**config.mk**
```make
export PLATFORM = sky130hd
export DESIGN_NAME = rob_wb_arbiter
export DESIGN_NICKNAME = d
export VERILOG_FILES = /design/src/rtl/core_pkg.sv /design/src/rtl/rr_arbiter.sv /design/src/rtl/rob_wb_arbiter.sv
export SDC_FILE = /design/constraint.sdc
export NUM_CORES = 1
export LEC_CHECK = 0
export ABC_AREA = 0
export BUFFER_PORTS_ARGS = -buffer_cell sky130_fd_sc_hd__buf_2
export CAP_MARGIN = 40
export CORE_MARGIN = 4
export CORE_UTILIZATION = 43
export CTS_BUF_LIST = sky130_fd_sc_hd__clkbuf_16
export CTS_CLUSTER_SIZE = 12
export DETAILED_ROUTE_END_ITERATION = 8
export GPL_TIMING_DRIVEN = 0
export PLACE_DENSITY = 0.87
export SETUP_SLACK_MARGIN = 0.5
export SYNTH_ARGS = -nofsm -noshare
export SYNTH_HDL_FRONTEND = slang
export SYNTH_SLANG_ARGS = --single-unit
```
**constraint.sdc**
```tcl
create_clock -name clk -period 3.8 [get_ports clk]
set_clock_uncertainty 0.15 [all_clocks]
set_input_delay 0.57 -clock clk [delete_from_list [all_inputs] [get_ports clk]]
set_output_delay 0.57 -clock clk [all_outputs]
set_load 0.05 [all_outputs]
```
**src/rtl/core_pkg.sv**
```systemverilog
// Shared core types and constants for the writeback/ROB interface.
// The all-ones tag is reserved as "no entry", so the ROB holds one entry fewer than the tag space.
package core_pkg;

    localparam int N_REQ         = 3;
    localparam int TAG_W         = 4;
    localparam int DATA_W        = 32;
    localparam int PTR_W         = $clog2(N_REQ);
    localparam int ROB_ENTRY_NUM = 15;

    localparam logic [TAG_W-1:0] TAG_INVALID = TAG_W'(ROB_ENTRY_NUM);

    typedef enum logic [1:0] {
        OP_ALU  = 2'd0,
        OP_MEM  = 2'd1,
        OP_JUMP = 2'd2
    } op_e;

    typedef struct packed {
        logic [TAG_W-1:0]  tag;
        logic [DATA_W-1:0] val;
    } wb_req_t;

    typedef struct packed {
        logic              valid;
        logic [TAG_W-1:0]  tag;
        logic [DATA_W-1:0] val;
        logic [DATA_W-1:0] next_pc;
        logic              is_jump;
    } rob_wr_t;

    function automatic logic tag_ok(input logic [TAG_W-1:0] tag);
        return (tag != TAG_INVALID);
    endfunction

endpackage

```
**src/rtl/rr_arbiter.sv**
```systemverilog
// Combinational round-robin arbiter: grants the first request at or after ptr
// and reports the pointer position just past the winner.
module rr_arbiter #(
    parameter int N     = 3,
    parameter int PTR_W = (N > 1) ? $clog2(N) : 1
) (
    input  logic [N-1:0]     req,
    input  logic [PTR_W-1:0] ptr,
    output logic [N-1:0]     grant,
    output logic [PTR_W-1:0] next_ptr
);

    logic             found_s;
    logic [PTR_W-1:0] idx_s;

    // Rotating priority scan starting at ptr.
    always_comb begin
        grant    = '0;
        next_ptr = ptr;
        found_s  = 1'b0;
        idx_s    = '0;
        for (int k = 0; k < N; k++) begin
            idx_s = PTR_W'((int'(ptr) + k) % N);
            if (!found_s && req[idx_s]) begin
                grant[idx_s] = 1'b1;
                next_ptr     = PTR_W'((int'(idx_s) + 1) % N);
                found_s      = 1'b1;
            end else begin
                found_s = found_s;
            end
        end
    end

endmodule

```
**src/rtl/rob_wb_arbiter.sv**
```systemverilog
// Round-robin arbiter sharing the ROB result-write port between ALU, mem and jump
// writeback sources, with a one-deep registered output stage.
module rob_wb_arbiter
    import core_pkg::*;
(
    input  logic                    clk,
    input  logic                    rst,
    input  logic                    flush,
    input  logic [N_REQ-1:0]        req_valid,
    output logic [N_REQ-1:0]        req_ready,
    input  logic [N_REQ*TAG_W-1:0]  req_tag,
    input  logic [N_REQ*DATA_W-1:0] req_val,
    input  logic [DATA_W-1:0]       req_next_pc,
    output logic                    wr_valid,
    input  logic                    wr_ready,
    output logic [TAG_W-1:0]        wr_tag,
    output logic [DATA_W-1:0]       wr_val,
    output logic [DATA_W-1:0]       wr_next_pc,
    output logic                    wr_is_jump,
    output logic                    proto_err
);

    wb_req_t          req_s [N_REQ];
    logic [N_REQ-1:0] eligible_s;
    logic [N_REQ-1:0] grant_s;
    logic             bad_tag_s;
    logic             can_load_s;
    logic             load_s;
    wb_req_t          sel_s;
    logic             sel_jump_s;
    logic [PTR_W-1:0] next_ptr_s;
    logic [PTR_W-1:0] rr_ptr_r;
    rob_wr_t          wr_r;
    logic             proto_err_r;

    // Unpack requester buses; invalid-tag requests are masked out of arbitration.
    always_comb begin
        for (int i = 0; i < N_REQ; i++) begin
            req_s[i].tag  = req_tag[i*TAG_W +: TAG_W];
            req_s[i].val  = req_val[i*DATA_W +: DATA_W];
            eligible_s[i] = req_valid[i] & tag_ok(req_s[i].tag);
        end
        bad_tag_s = |(req_valid & ~eligible_s);
    end

    rr_arbiter #(
        .N     (N_REQ),
        .PTR_W (PTR_W)
    ) u_rr_arbiter (
        .req      (eligible_s),
        .ptr      (rr_ptr_r),
        .grant    (grant_s),
        .next_ptr (next_ptr_s)
    );

    // Handshake gating and winner select.
    always_comb begin
        can_load_s = ~rst & ~flush & (~wr_r.valid | wr_ready);
        req_ready  = grant_s & {N_REQ{can_load_s}};
        load_s     = |req_ready;
        sel_s      = '0;
        sel_jump_s = 1'b0;
        for (int i = 0; i < N_REQ; i++) begin
            if (grant_s[i]) begin
                sel_s      = req_s[i];
                sel_jump_s = (i == int'(OP_JUMP));
            end else begin
                sel_s      = sel_s;
                sel_jump_s = sel_jump_s;
            end
        end
    end

    // Output stage, round-robin pointer and sticky protocol error.
    always_ff @(posedge clk) begin
        if (rst) begin
            wr_r.valid   <= 1'b0;
            wr_r.tag     <= TAG_INVALID;
            wr_r.val     <= {DATA_W{1'b0}};
            wr_r.next_pc <= {DATA_W{1'b0}};
            wr_r.is_jump <= 1'b0;
            rr_ptr_r     <= {PTR_W{1'b0}};
            proto_err_r  <= 1'b0;
        end else begin
            proto_err_r <= proto_err_r | bad_tag_s;
            if (flush) begin
                // A flush kills the pending write even if the ROB is taking it this cycle.
                wr_r.valid <= 1'b0;
                rr_ptr_r   <= {PTR_W{1'b0}};
            end else if (load_s) begin
                wr_r.valid   <= 1'b1;
                wr_r.tag     <= sel_s.tag;
                wr_r.val     <= sel_s.val;
                wr_r.is_jump <= sel_jump_s;
                wr_r.next_pc <= sel_jump_s ? req_next_pc : wr_r.next_pc;
                rr_ptr_r     <= next_ptr_s;
            end else if (wr_ready) begin
                wr_r.valid <= 1'b0;
            end else begin
                wr_r <= wr_r;
            end
        end
    end

    assign wr_valid   = wr_r.valid;
    assign wr_tag     = wr_r.tag;
    assign wr_val     = wr_r.val;
    assign wr_next_pc = wr_r.next_pc;
    assign wr_is_jump = wr_r.is_jump;
    assign proto_err  = proto_err_r;

endmodule

```
==> results.txt, run 1 <==
- The flow ran to the end, and the final reports show no timing, DRC or antenna violations.
- Gate count of the mapped netlist: 441
* Root buffer cell: clkbuf_16
- Ports placed on the boundary: 221
- Final RePlAce weighted congestion: 0.9400
* Count of input and output buffers: 219
- Area used by sequential logic in the layout: 1464 um2
- The worst hold path terminates at wr_next_pc[28].
* Async SR Flop Fraction: 0%
* Cell Area, Synth: 3541 um2
- Highest fanout seen on the critical path: 10
* Pins Over Slew Limit: 0
- Relative slew slack: 62.12%
- Detailed-routing wirelength on met1: 5009 um
* Initial drt markers: 187
- From left edge to right edge, the die measures 98.75 um.
- Clock network latency to the later pin of the worst-skew pair: 0.31 ns
- At the worst endpoint, the arrival time is 2.50 ns.
- Highest cell delay on the worst timing path: 0.42 ns
* Post-synthesis sequential area ratio: 41.27%
* Buffer levels on the longest clock path: 2
- Entering global routing, the biggest net connects 14 pins.
- Number of inserted filler cells in the final layout: 703
- Maximum Capacitance Violations: 0
* Setup repair after global routing missed its margin: no
- 0 antenna diodes ended up in the layout.
- Among all stages on the critical path, the largest delay is contributed by or3b_4.
- The initial utilization of the core area, before any placement, comes to 45.12%.
- The die covers 9751 um2.
* Critical path type: register to output pin
- Counting flops with a built-in enable in the synthesized netlist gives 0.
* Minimum setup slack after placement: 0.3055 ns
* DR pass1 iterations: 4
- Summed over all nets, wire length on met3 after detailed routing comes to 1212 um.
- Register bit count reported by yosys: 73
- In the final layout, the multi-input gates occupy 1902 um2.
* Final total negative setup slack: 0 ns
- Endpoints failing setup: 0
* Clock transition at the registers of the reported paths: 0.06 ns
- Based on the critical path, the design can be clocked at up to 310.3 MHz.
* Top library cells by usage in the layout, fill and taps aside: buf_2, nand2_1, dfxtp_1
* Number of cells on the worst reg-to-reg path: 11
* GRT Overall Usage: 26.12%
* Worst-Margin Slew: 0.5683 ns
- First-pass GRT wire length: 20930 um
- In this run, distinct cell masters in the synthesized netlist total 46.
- Hold buffers post-CTS: 0
- The final number of hold-violating endpoints came to 0.
- RR Startpoint: rr_ptr_r[0]
- The finished cells cover 5264 um2.
- In this run the core area contains 32 standard-cell rows.
- Net count of the finished layout: 832
* Detailed-routed wire length on met2: 6604 um
- The path class of the tightest hold or removal check is register to register.
- The signal on the critical path passes through buf_4 > ha_1 > clkbuf_4 > nor3_2 > or3b_4 > nand3_2 > buf_6 > nand2_2 > inv_4 > buf_6 > buf_8.
* Syn Area/Cell: 8.029 um2
- The clock tree synthesis step divided the H-tree into 3 levels.
* Placed Area: 4765 um2
- The worst setup path is captured at an output pin.
- The design draws 2226 uW.
- Number of nets produced by synthesis: 593
- Across all register-to-register paths, the minimum setup slack is 0.82 ns.
- Pwr per Cell Area: 422.8 nW/um2
* RR Endpoint: wr_val[12]
* Clock tree sinks: 73
- Peak supply drop: 0.0004261 V
- CP startpoint kind: register
* Number of CTS-inserted buffers: 9
* Area growth from synthesis to layout: 48.66%
- In the final layout, the share of cells above drive strength 1 is 42.77%.
- The worst hold path begins at wr_next_pc[28].
- By instance count, the cell type seen most on the critical path is buf_6.
* Required @ worst endpoint: 3.08 ns
- Detail Placement HPWL: 10230 um
* Overflow left after global routing: 0
* Total of warnings raised by yosys: 0
- The clock period could shrink to 3.222 ns.
- The via count of the first global-routing pass is 4219.
* Via density per instance: 5.460
- Leaving out fill and tap cells, the most frequent cell in the layout is buf_2.
- In this run the top signal layer used is met4.
* Hold depth: 2
- In this run the static leakage power is 0.002439 uW.
- Share of the clock period used by the worst path after layout: 84.80%
* Mean routed wirelength per cell: 16.67 um
- CTS tree: built
- Initial antenna violation count: 0
- Number of routed nets with antenna violations: 0
- The routed layout has 4297 vias.
- Number of cells after detailed placement: 762
- Across all setup checks in the final design, the least slack found is 0.5777 ns.
* Core region area: 7848 um2
* Non-filler instance count after layout: 787
* Dominant synthesized flop cell: dfxtp_1
- Number of DRC violations after detailed routing: 0
- In this run the vertical extent of the chip is 98.75 um.
- Overall routed net length: 13120 um
[worst max-delay path by stage]
stage	start	end	slack, ns	depth (start not counted)
after CTS	rr_ptr_r[0]	req_ready[1]	0.53	11
after detailed placement	rr_ptr_r[0]	req_ready[2]	0.31	12
after floorplan	rr_ptr_r[0]	req_ready[1]	0.71	10
after global routing	rr_ptr_r[0]	req_ready[1]	0.50	11
final	rr_ptr_r[0]	req_ready[2]	0.58	11
after global placement	rr_ptr_r[0]	req_ready[2]	0.39	12
[registers in the layout (all words and copies together), names as in the netlist]
| name | flops |
|---|---|
| wr_tag | 4 |
| rr_ptr_r | 2 |
| wr_val | 32 |
| wr_is_jump | 1 |
| wr_valid | 1 |
| proto_err | 1 |
| wr_next_pc | 32 |
[synth_stat cells (2+ instances only)]
| library cell | number | area, um2 |
|---|---|---|
| a221oi_1 | 32 | 280.3 |
| o211ai_2 | 2 | 25.02 |
| nand2b_1 | 7 | 43.79 |
| buf_4 | 4 | 30.03 |
| a311o_1 | 4 | 40.04 |
| o21ai_0 | 4 | 20.02 |
| nor3_1 | 3 | 15.01 |
| a211oi_1 | 3 | 22.52 |
| a21oi_1 | 40 | 200.2 |
| nor4_1 | 32 | 200.2 |
| clkbuf_1 | 11 | 41.29 |
| nor2b_1 | 8 | 50.05 |
| and3_1 | 2 | 12.51 |
| nand2_1 | 71 | 266.5 |
| nand3_1 | 4 | 20.02 |
| nor3_2 | 2 | 20.02 |
| dfxtp_1 | 73 | 1461 |
| buf_6 | 3 | 33.78 |
| a31o_2 | 2 | 17.52 |
| a221o_1 | 4 | 40.04 |
| inv_1 | 7 | 26.28 |
| nand4_1 | 2 | 12.51 |
| o211ai_1 | 2 | 15.01 |
| buf_2 | 18 | 90.09 |
| ha_1 | 5 | 62.56 |
| mux2i_1 | 3 | 30.03 |
| o22ai_1 | 2 | 12.51 |
| and4_1 | 2 | 17.52 |
| and2_1 | 3 | 18.77 |
| nor2_1 | 70 | 262.8 |
[per-stage QoR]
step | hold WS [ns] | utilization [%]
floorplan | 0.3757 | -
global placement | 0.2892 | 60.71
detailed placement | 0.2946 | 60.71
CTS | 0.2952 | 66.37
global route | 0.3191 | 67.08
finish | 0.2995 | 67.08
[area by class of cell]
type | instances | area share [%]
clock buffer | 9 | 4.279
multi-input combinational | 324 | 36.13
sequential | 73 | 27.81
tap | 102 | 2.425
clock inverter | 7 | 1.783
buffer | 36 | 4.493
inverter | 8 | 0.6180
timing repair buffer | 228 | 22.46
[worst max-delay path, delay by kind of cell, from the launching register on]
family,cells,cell delay [ns]
buffers and inverters,6,0.82
DFF,1,0.33
and+or+nand+nor,4,0.85
adders and majority gates,1,0.19
[power breakdown]
part	switching (uW)	leakage [uW]	internal [uW]
clock	325	0.000157	575
sequential	20.2	0.000595	804
combinational	324	0.00169	178
total	668	0.00244	1560
[cells by family after synthesis]
logic type                 synth area share, %
buffers and inverters                    6.361
AOI/OAI and AO/OA                        22.09
and+or+nand+nor                          27.67
DFF                                      41.27
adders and majority gates                1.767
muxes                                   0.8481
[timing repair]
item / CTS / global route
buffers inserted: 8 / 1
setup endpoints to repair: 3 / 3
pin swaps: 3 / 3
resized for setup: 21 / 13
[metal layers]
layer  track usage (%)  vias up
li1                  -     2075
met5                 0        -
met1             31.44     1976
met3             5.662       23
met2             46.38      223
met4             7.878        0
Note: power is estimated with default switching activity, not from simulation.
==> inputs of run 2 (changes only) <==
--- a/config.mk
+++ b/config.mk
@@ -9,12 +9,12 @@
 export BUFFER_PORTS_ARGS = -buffer_cell sky130_fd_sc_hd__buf_2
 export CAP_MARGIN = 40
 export CORE_MARGIN = 4
-export CORE_UTILIZATION = 43
+export CORE_UTILIZATION = 39
 export CTS_BUF_LIST = sky130_fd_sc_hd__clkbuf_16
 export CTS_CLUSTER_SIZE = 12
 export DETAILED_ROUTE_END_ITERATION = 8
 export GPL_TIMING_DRIVEN = 0
-export PLACE_DENSITY = 0.87
+export PLACE_DENSITY = 0.84
 export SETUP_SLACK_MARGIN = 0.5
 export SYNTH_ARGS = -nofsm -noshare
 export SYNTH_HDL_FRONTEND = slang
==> constraint.sdc (replaced) <==
create_clock -name clk -period 2.7 [get_ports clk]
set_clock_uncertainty 0.15 [all_clocks]
set_input_delay 0.405 -clock clk [delete_from_list [all_inputs] [get_ports clk]]
set_output_delay 0.405 -clock clk [all_outputs]
set_load 0.05 [all_outputs]
==> results.txt, run 2 (synthesized netlist as in run 1, its figures left out) <==
* Net count of the finished layout: 865
- In this design, the stage delay of the slowest critical-path cell is 0.42 ns.
- For this design the total switching power over the nets is 1033 uW.
* Setup crit start: rr_ptr_r[0]
- For this run, design rule violations remaining after detail routing come to 0.
- Measured on the finished design, the core utilization comes to 69.25%.
- Clock transition at the registers of the reported paths: 0.06 ns
- For this design the static power due to leakage is 0.002751 uW.
* Kind of cell adding the most delay to the critical path: buffers and inverters
- STA puts the critical path data arrival time at 2.34 ns.
- Clock network latency to the later pin of the worst-skew pair: 0.33 ns
- Area growth from synthesis to layout: 71.38%
- Buffer levels on the longest clock path: 2
- Cell mode on critical path: buf_6
- The via count of the first global-routing pass was 4202.
- Core region area: 8763 um2
- Path type of the worst min-delay path: primary input to register
* Switching power share of the total: 32.95%
- Global routing finished with a remaining overflow of 0.
- Worst-path cell with the longest stage delay: or3b_4
* Fraction of layout instances using a drive strength above 1: 50.97%
- Ports placed on the boundary: 221
- In the routed layout, each cell is associated on average with a via count of 5.345.
- Leaving out fill and tap cells, the most frequent cells in the layout are buf_2, dfxtp_1, nand2_1.
* Violations in the final reports: setup timing
- Entering global routing, the biggest net connects 16 pins.
* Setup crit end: req_ready[2]
* Peak supply drop: 0.0003954 V
- Detail Placement HPWL: 10040 um
- Per report_power, the sequential group accounts for 36.9% of the total.
- Count of input and output buffers: 219
* Starting utilization of the core area: 40.41%
- Row generation in the floorplan step produced 34 rows.
- The first TritonRoute pass finished after 4 iterations.
- Root buffer cell: clkbuf_16
* Die height: 103.3 um
- Number of cells on the worst reg-to-reg path: 12
- The routed layout has 4415 vias.
- Initial antenna violation count: 0
* Overall routed net length: 13780 um
* Share of the clock period used by the worst path after layout: 107.1%
- Number of CTS-inserted buffers: 9
* Initial drt markers: 119
- Endpoints failing setup: 31
- Setup repair after global routing missed its margin: yes
* Pins Over Slew Limit: 0
* Fin crit period: 2.893 ns
* Die boundary width: 103.3 um
- The final number of hold-violating endpoints is 0.
* Maximum level of the CTS H-tree: 3
- Result of the run: finished with violations
- Clock tree synthesis found a total of 73 sinks.
- Mean routed wirelength per cell: 16.68 um
- RR Endpoint: wr_tag[1]
- Least setup slack across all paths after layout: -0.1930 ns
- Final RePlAce weighted congestion: 0.8644
- The startpoint identified for the worst register-to-register timing path is rr_ptr_r[0].
- For this design the ratio of total power to cell area is 516.8 nW/um2.
- Worst-Margin Slew: 0.6123 ns
- Share of power burned in combinational logic: 26.4%
- TritonCTS built the clock tree.
- After layout, the design draws a total of 3136 uW.
- Final total negative setup slack: -1.385 ns
- The library cell used most frequently in the layout, excluding fill and tap cells, is buf_2.
- Highest clock rate: 345.7 MHz
* CP Cell Sequence: buf_6 > ha_4 > buf_8 > buf_6 > nor3_4 > or3b_4 > nand3_4 > buf_6 > nand2_4 > inv_4 > buf_12 > buf_12
- STA puts the critical path data required time at 2.14 ns.
- Critical path type: register to output pin
- In this run the worst path has a maximum fanout of 6.
* Diodes inserted: 0
* Maximum Capacitance Violations: 0
* GRT Overall Usage: 23.58%
* Die area: 10670 um2
- Number of inserted filler cells in the final layout: 713
- FF-to-FF setup slack: -0.10 ns
* Worst setup EP type: output pin
- Number of routed nets with antenna violations: 0
- Critical path buffers and inverters: 7
* Internal power contribution: 2103 uW
- Part of the power in the clock network: 36.7%
- Number of cells on the critical path: 12
* CP startpoint kind: register
* First-pass GRT wire length: 19910 um
- Headroom to the max-slew limit came out at 59.18%.
==> run 2: cell types whose count changed in the layout (fill, tap and decap cells not counted), sizes merged <==
cell	previous run	this run
bufinv	2	0
clkinv	2	0
buf	252	282
clkbuf	21	24
clkinvlp	1	3
inv	10	12
==> run 2: what timing repair did <==
action                                  in CTS  in global routing
setup buffers                               25                 10
endpoints found under the setup margin      75                 75
resized for setup                           59                 43
hold buffers                                 0                  0
pin swaps                                   27                 26
gates cloned                                 3                  4
==> run 2: stage by stage <==
| step | worst slack, ns | std cells | hold slack [ns] | area (um2) |
|---|---|---|---|---|
| 2_1_floorplan | 0.2505 | 441 | 0.3244 | 3727 |
| 3_3_place_gp | -0.1491 | 768 | 0.2896 | 4959 |
| 3_5_place_dp | -0.1950 | 768 | 0.2941 | 4959 |
| 4_1_cts | -0.2135 | 812 | 0.1151 | 5694 |
| 5_1_grt | -0.2589 | 826 | 0.1316 | 6068 |
| 6_report | -0.1930 | 826 | 0.1291 | 6068 |
==> run 2: power by group through the flow <==
stage / sequential [uW] / clock (uW) / combinational [uW]
finish: 1160 / 1150 / 827
global route: 1160 / 1230 / 883
CTS: 1160 / 1170 / 774
detailed placement: 1180 / 0 / 702
floorplan: 1360 / 0 / 277
global placement: 1180 / 0 / 690
==> run 2: worst min-delay path by stage <==
stage,end,from,slack (ns),depth (start not counted)
global route,rr_ptr_r[1],flush,0.13,2
finish,rr_ptr_r[0],flush,0.13,2
floorplan,rr_ptr_r[1],flush,0.32,1
CTS,rr_ptr_r[0],flush,0.12,2
global placement,wr_next_pc[17],wr_next_pc[17],0.29,2
detailed placement,wr_next_pc[14],wr_next_pc[14],0.29,2
==> run 2: metal layers <==
| metal | GRT usage [%] | wire [um] | share of wire, % | up-vias |
|---|---|---|---|---|
| li1 | - | - | - | 2148 |
| met1 | 26.60 | 5316 | 39 | 2074 |
| met2 | 44.55 | 7244 | 53 | 178 |
| met3 | 5.969 | 1079 | 7.8 | 15 |
| met4 | 4.980 | 138 | 1.0 | 0 |
| met5 | 0 | 0 | 0 | - |
==> run 2: layout make-up <==
class	count	area, um2	area share (%)
Multi-Input combinational cell	324	2178	35.90
Timing Repair Buffer	261	1590	26.21
Sequential cell	73	1466	24.17
Buffer	36	375.4	6.186
Clock buffer	9	225.2	3.711
Tap cell	108	135.1	2.227
Clock inverter	7	62.56	1.031
Inverter	8	35.03	0.5773
==> inputs of run 3 (changes only) <==
--- a/config.mk
+++ b/config.mk
@@ -8,8 +8,8 @@
 export ABC_AREA = 0
 export BUFFER_PORTS_ARGS = -buffer_cell sky130_fd_sc_hd__buf_2
 export CAP_MARGIN = 40
-export CORE_MARGIN = 4
-export CORE_UTILIZATION = 39
+export CORE_MARGIN = 2
+export CORE_UTILIZATION = 40
 export CTS_BUF_LIST = sky130_fd_sc_hd__clkbuf_16
 export CTS_CLUSTER_SIZE = 12
 export DETAILED_ROUTE_END_ITERATION = 8
@@ -18,4 +18,5 @@
 export SETUP_SLACK_MARGIN = 0.5
 export SYNTH_ARGS = -nofsm -noshare
 export SYNTH_HDL_FRONTEND = slang
+export SYNTH_HIERARCHICAL = 1
 export SYNTH_SLANG_ARGS = --single-unit
==> results.txt, run 3 <==
- Averaged over all synthesized cells, the footprint is 8.688 um2.
- Overflow left after global routing: 0
* Number of DRC violations after detailed routing: 0
* Hold buffers post-CTS: 0
* Number of enable-type register cells in the synthesized netlist: 0
* Buffer levels on the longest clock path: 2
* CP startpoint kind: register
- Most frequent standard cell in the layout excluding fill and tap cells: buf_2
- Gate count of the mapped netlist: 446
- Pleak: 0.002961 uW
- In the post-synthesis netlist, the cell with the most instances is dfxtp_1.
* Placed Area: 5281 um2
- CTS tree: built
* Violations in the final reports: setup timing
- Total via count in the routed design: 5522
- Dominant synthesized flop cell: dfxtp_1
- Share of power burned in combinational logic: 37.3%
* Top cell types by occurrence after synthesis: dfxtp_1, o31ai_1, a21oi_1, nand4_1
- Starting utilization of the core area: 41.54%
- Critical path data arrival time: 2.43 ns
- Top library cells by usage in the layout, fill and taps aside: buf_2, dfxtp_1, nand4_1
- Part of the power in the clock network: 32.0%
* Internal power contribution: 2516 uW
* Portion of synthesized cell area occupied by the leading cell type: 37.71%
- The run finished, with violations left.
* Overall routed net length: 19550 um
- Max-cap violations in this run came to 0.
* Path type of the worst min-delay path: primary input to register
- Switching power share of the total: 35.31%
* Die height: 102.4 um
- DR pass1 iterations: 5
- Dividing the detail-routed wire length by the instance count gives 22.68 um.
- Setup repair after global routing missed its margin: yes
* Count of cell types in the netlist: 44
* Net switching power: 1373 uW
- Pin placement for this block handled 221 I/O pins.
- Share of total power in sequential cells: 30.7%
* Cell Area, Synth: 3875 um2
* Leading area contributor after synthesis: dfxtp_1
- Area growth from synthesis to layout: 91.35%
* Clock transition at the registers of the reported paths: 0.06 ns
* Number of inserted filler cells in the final layout: 553
* Count of input and output buffers: 219
- Minimum setup slack after placement: -0.4979 ns
- Global routing consumed, over all layers together, 34.36% of the routing resources.
- Clock tree sinks: 73
* Min Hold Slack: 0.1786 ns
* Register bit count reported by yosys: 73
- Summed over all nets, the half-perimeter wirelength after detailed placement is 11480 um.
* First-pass GRT wire length: 27920 um
* Via density per instance: 6.406
* Worst-Margin Slew: 1.072 ns
- STA classifies the critical path endpoint as an output pin.
- Via count of the first global-routing pass: 5355
- Number of CTS-inserted buffers: 9
- The detail route stage leaves a number of antenna-violating nets equal to 0.
- At the end of routability-driven placement, the weighted congestion stood at 0.9826.
* Clock network latency to the later pin of the worst-skew pair: 0.33 ns
* Peak supply drop: 0.0003274 V
- Diodes inserted: 0
- After synthesis, the share of flip-flops with an asynchronous set or reset is 0%.
* Number of nets produced by synthesis: 597
- Measured against its own limit, the worst slew margin works out to 28.53%.
* Post-synthesis sequential area ratio: 37.71%
* Initial drt markers: 349
* Root buffer cell: clkbuf_16
* Total of warnings raised by yosys: 6
- Fin crit period: 2.982 ns
- Least setup slack across all paths after layout: -0.2821 ns
- Required @ worst endpoint: 2.14 ns
- Cells with a size suffix above 1 make up 61.26% of the layout.
* Endpoints failing setup: 43
- The final number of hold-violating endpoints is 0.
* Critical path type: register to output pin
- The core region is 9328 um2.
* Initial antenna violation count: 0
* Die area: 10490 um2
- The initialized floorplan defines 35 standard-cell rows.
- The H-tree was split into 3 levels.
* Overall power consumption: 3889 uW
- Pwr per Cell Area: 524.5 nW/um2
* Largest net degree at the start of global routing: 12
- Highest fanout seen on the critical path: 10
- The total count of max-transition violations in the final report came to 0.
- Die boundary width: 102.4 um
- Of the available clock period, the critical path in the final layout requires 110.4%.
- Top post-synthesis cells by area: dfxtp_1, o31ai_1, a221oi_1, nand4_1, o311ai_0
- Final Cell Area: 7415 um2
* Net count of the finished layout: 879
- Static timing analysis puts the maximum clock frequency at 335.3 MHz.
run 3: layer usage:
metal | wire length (um) | track usage [%] | share of wire [%] | vias up
li1 | - | - | - | 2387
met1 | 7439 | 43.17 | 38 | 2626
met2 | 9692 | 55.86 | 50 | 407
met3 | 1457 | 6.156 | 7.5 | 102
met4 | 963 | 18.56 | 4.9 | 0
met5 | 0 | 0 | 0 | -
run 3: repair_timing:
item                                    CTS  global route
resized for setup                       227            43
pin swaps                                34            19
cloned                                    9             4
endpoints found under the setup margin   75            75
buffers inserted                         35             2
run 3: through the flow:
stage	TNS (ns)	std cells	utilization (%)
detailed placement	-10.16	794	56.62
global route	-8.893	862	79.49
CTS	-0.6516	854	75.72
floorplan	0	446	-
finish	-5.937	862	79.49
global placement	-4.140	794	56.62
run 3: worst paths after layout:
| check | start | endpoint | slack (ns) | cells past startpoint |
|---|---|---|---|---|
| hold reg to reg | wr_next_pc[0] | wr_next_pc[0] | 0.32 | 2 |
| setup / recovery | rr_ptr_r[1] | req_ready[1] | -0.28 | 10 |
| hold / removal | rst | wr_next_pc[31] | 0.18 | 2 |
| setup reg to reg | rr_ptr_r[1] | wr_val[14] | -0.22 | 14 |
run 3: cell type report:
class	instances	area, um2	share of cell area [%]
flip-flops and latches	73	1469	19.81
clock inverters	7	80.08	1.080
clock buffers	9	225.2	3.037
well taps	129	161.4	2.177
repair buffers	271	1658	22.36
inverters	9	38.79	0.5231
plain buffers	60	580.6	7.830
multi-input cells	304	3202	43.18
run 3: power groups by stage:
stage                     clock [uW]  combinational, uW  sequential [uW]
after global routing            1300               1510             1200
final                           1240               1450             1190
after floorplan                    0                406             1410
after detailed placement           0                929             1190
after global placement             0                905             1190
after CTS                       1240               1310             1180
run 3: kinds of logic after synthesis:
family | Yosys count | share of synthesized area (%)
multiplexers | 4 | 1.033
buffers and inverters | 69 | 7.588
flip-flops | 73 | 37.71
adder cells (fa/ha/maj) | 4 | 1.292
AO/OA/AOI/OAI | 196 | 38.39
AND/OR/NAND/NOR | 100 | 13.98
run 3: worst max-delay path: stages (launching register included):
cell and delay, ns:
dfxtp_4 0.37, inv_4 0.07, ha_4 0.16, mux2i_4 0.28, or2_4 0.19, nand3_2 0.14, o21ai_4 0.20, clkbuf_8 0.17
buf_6 0.15, and3_4 0.21, buf_8 0.15
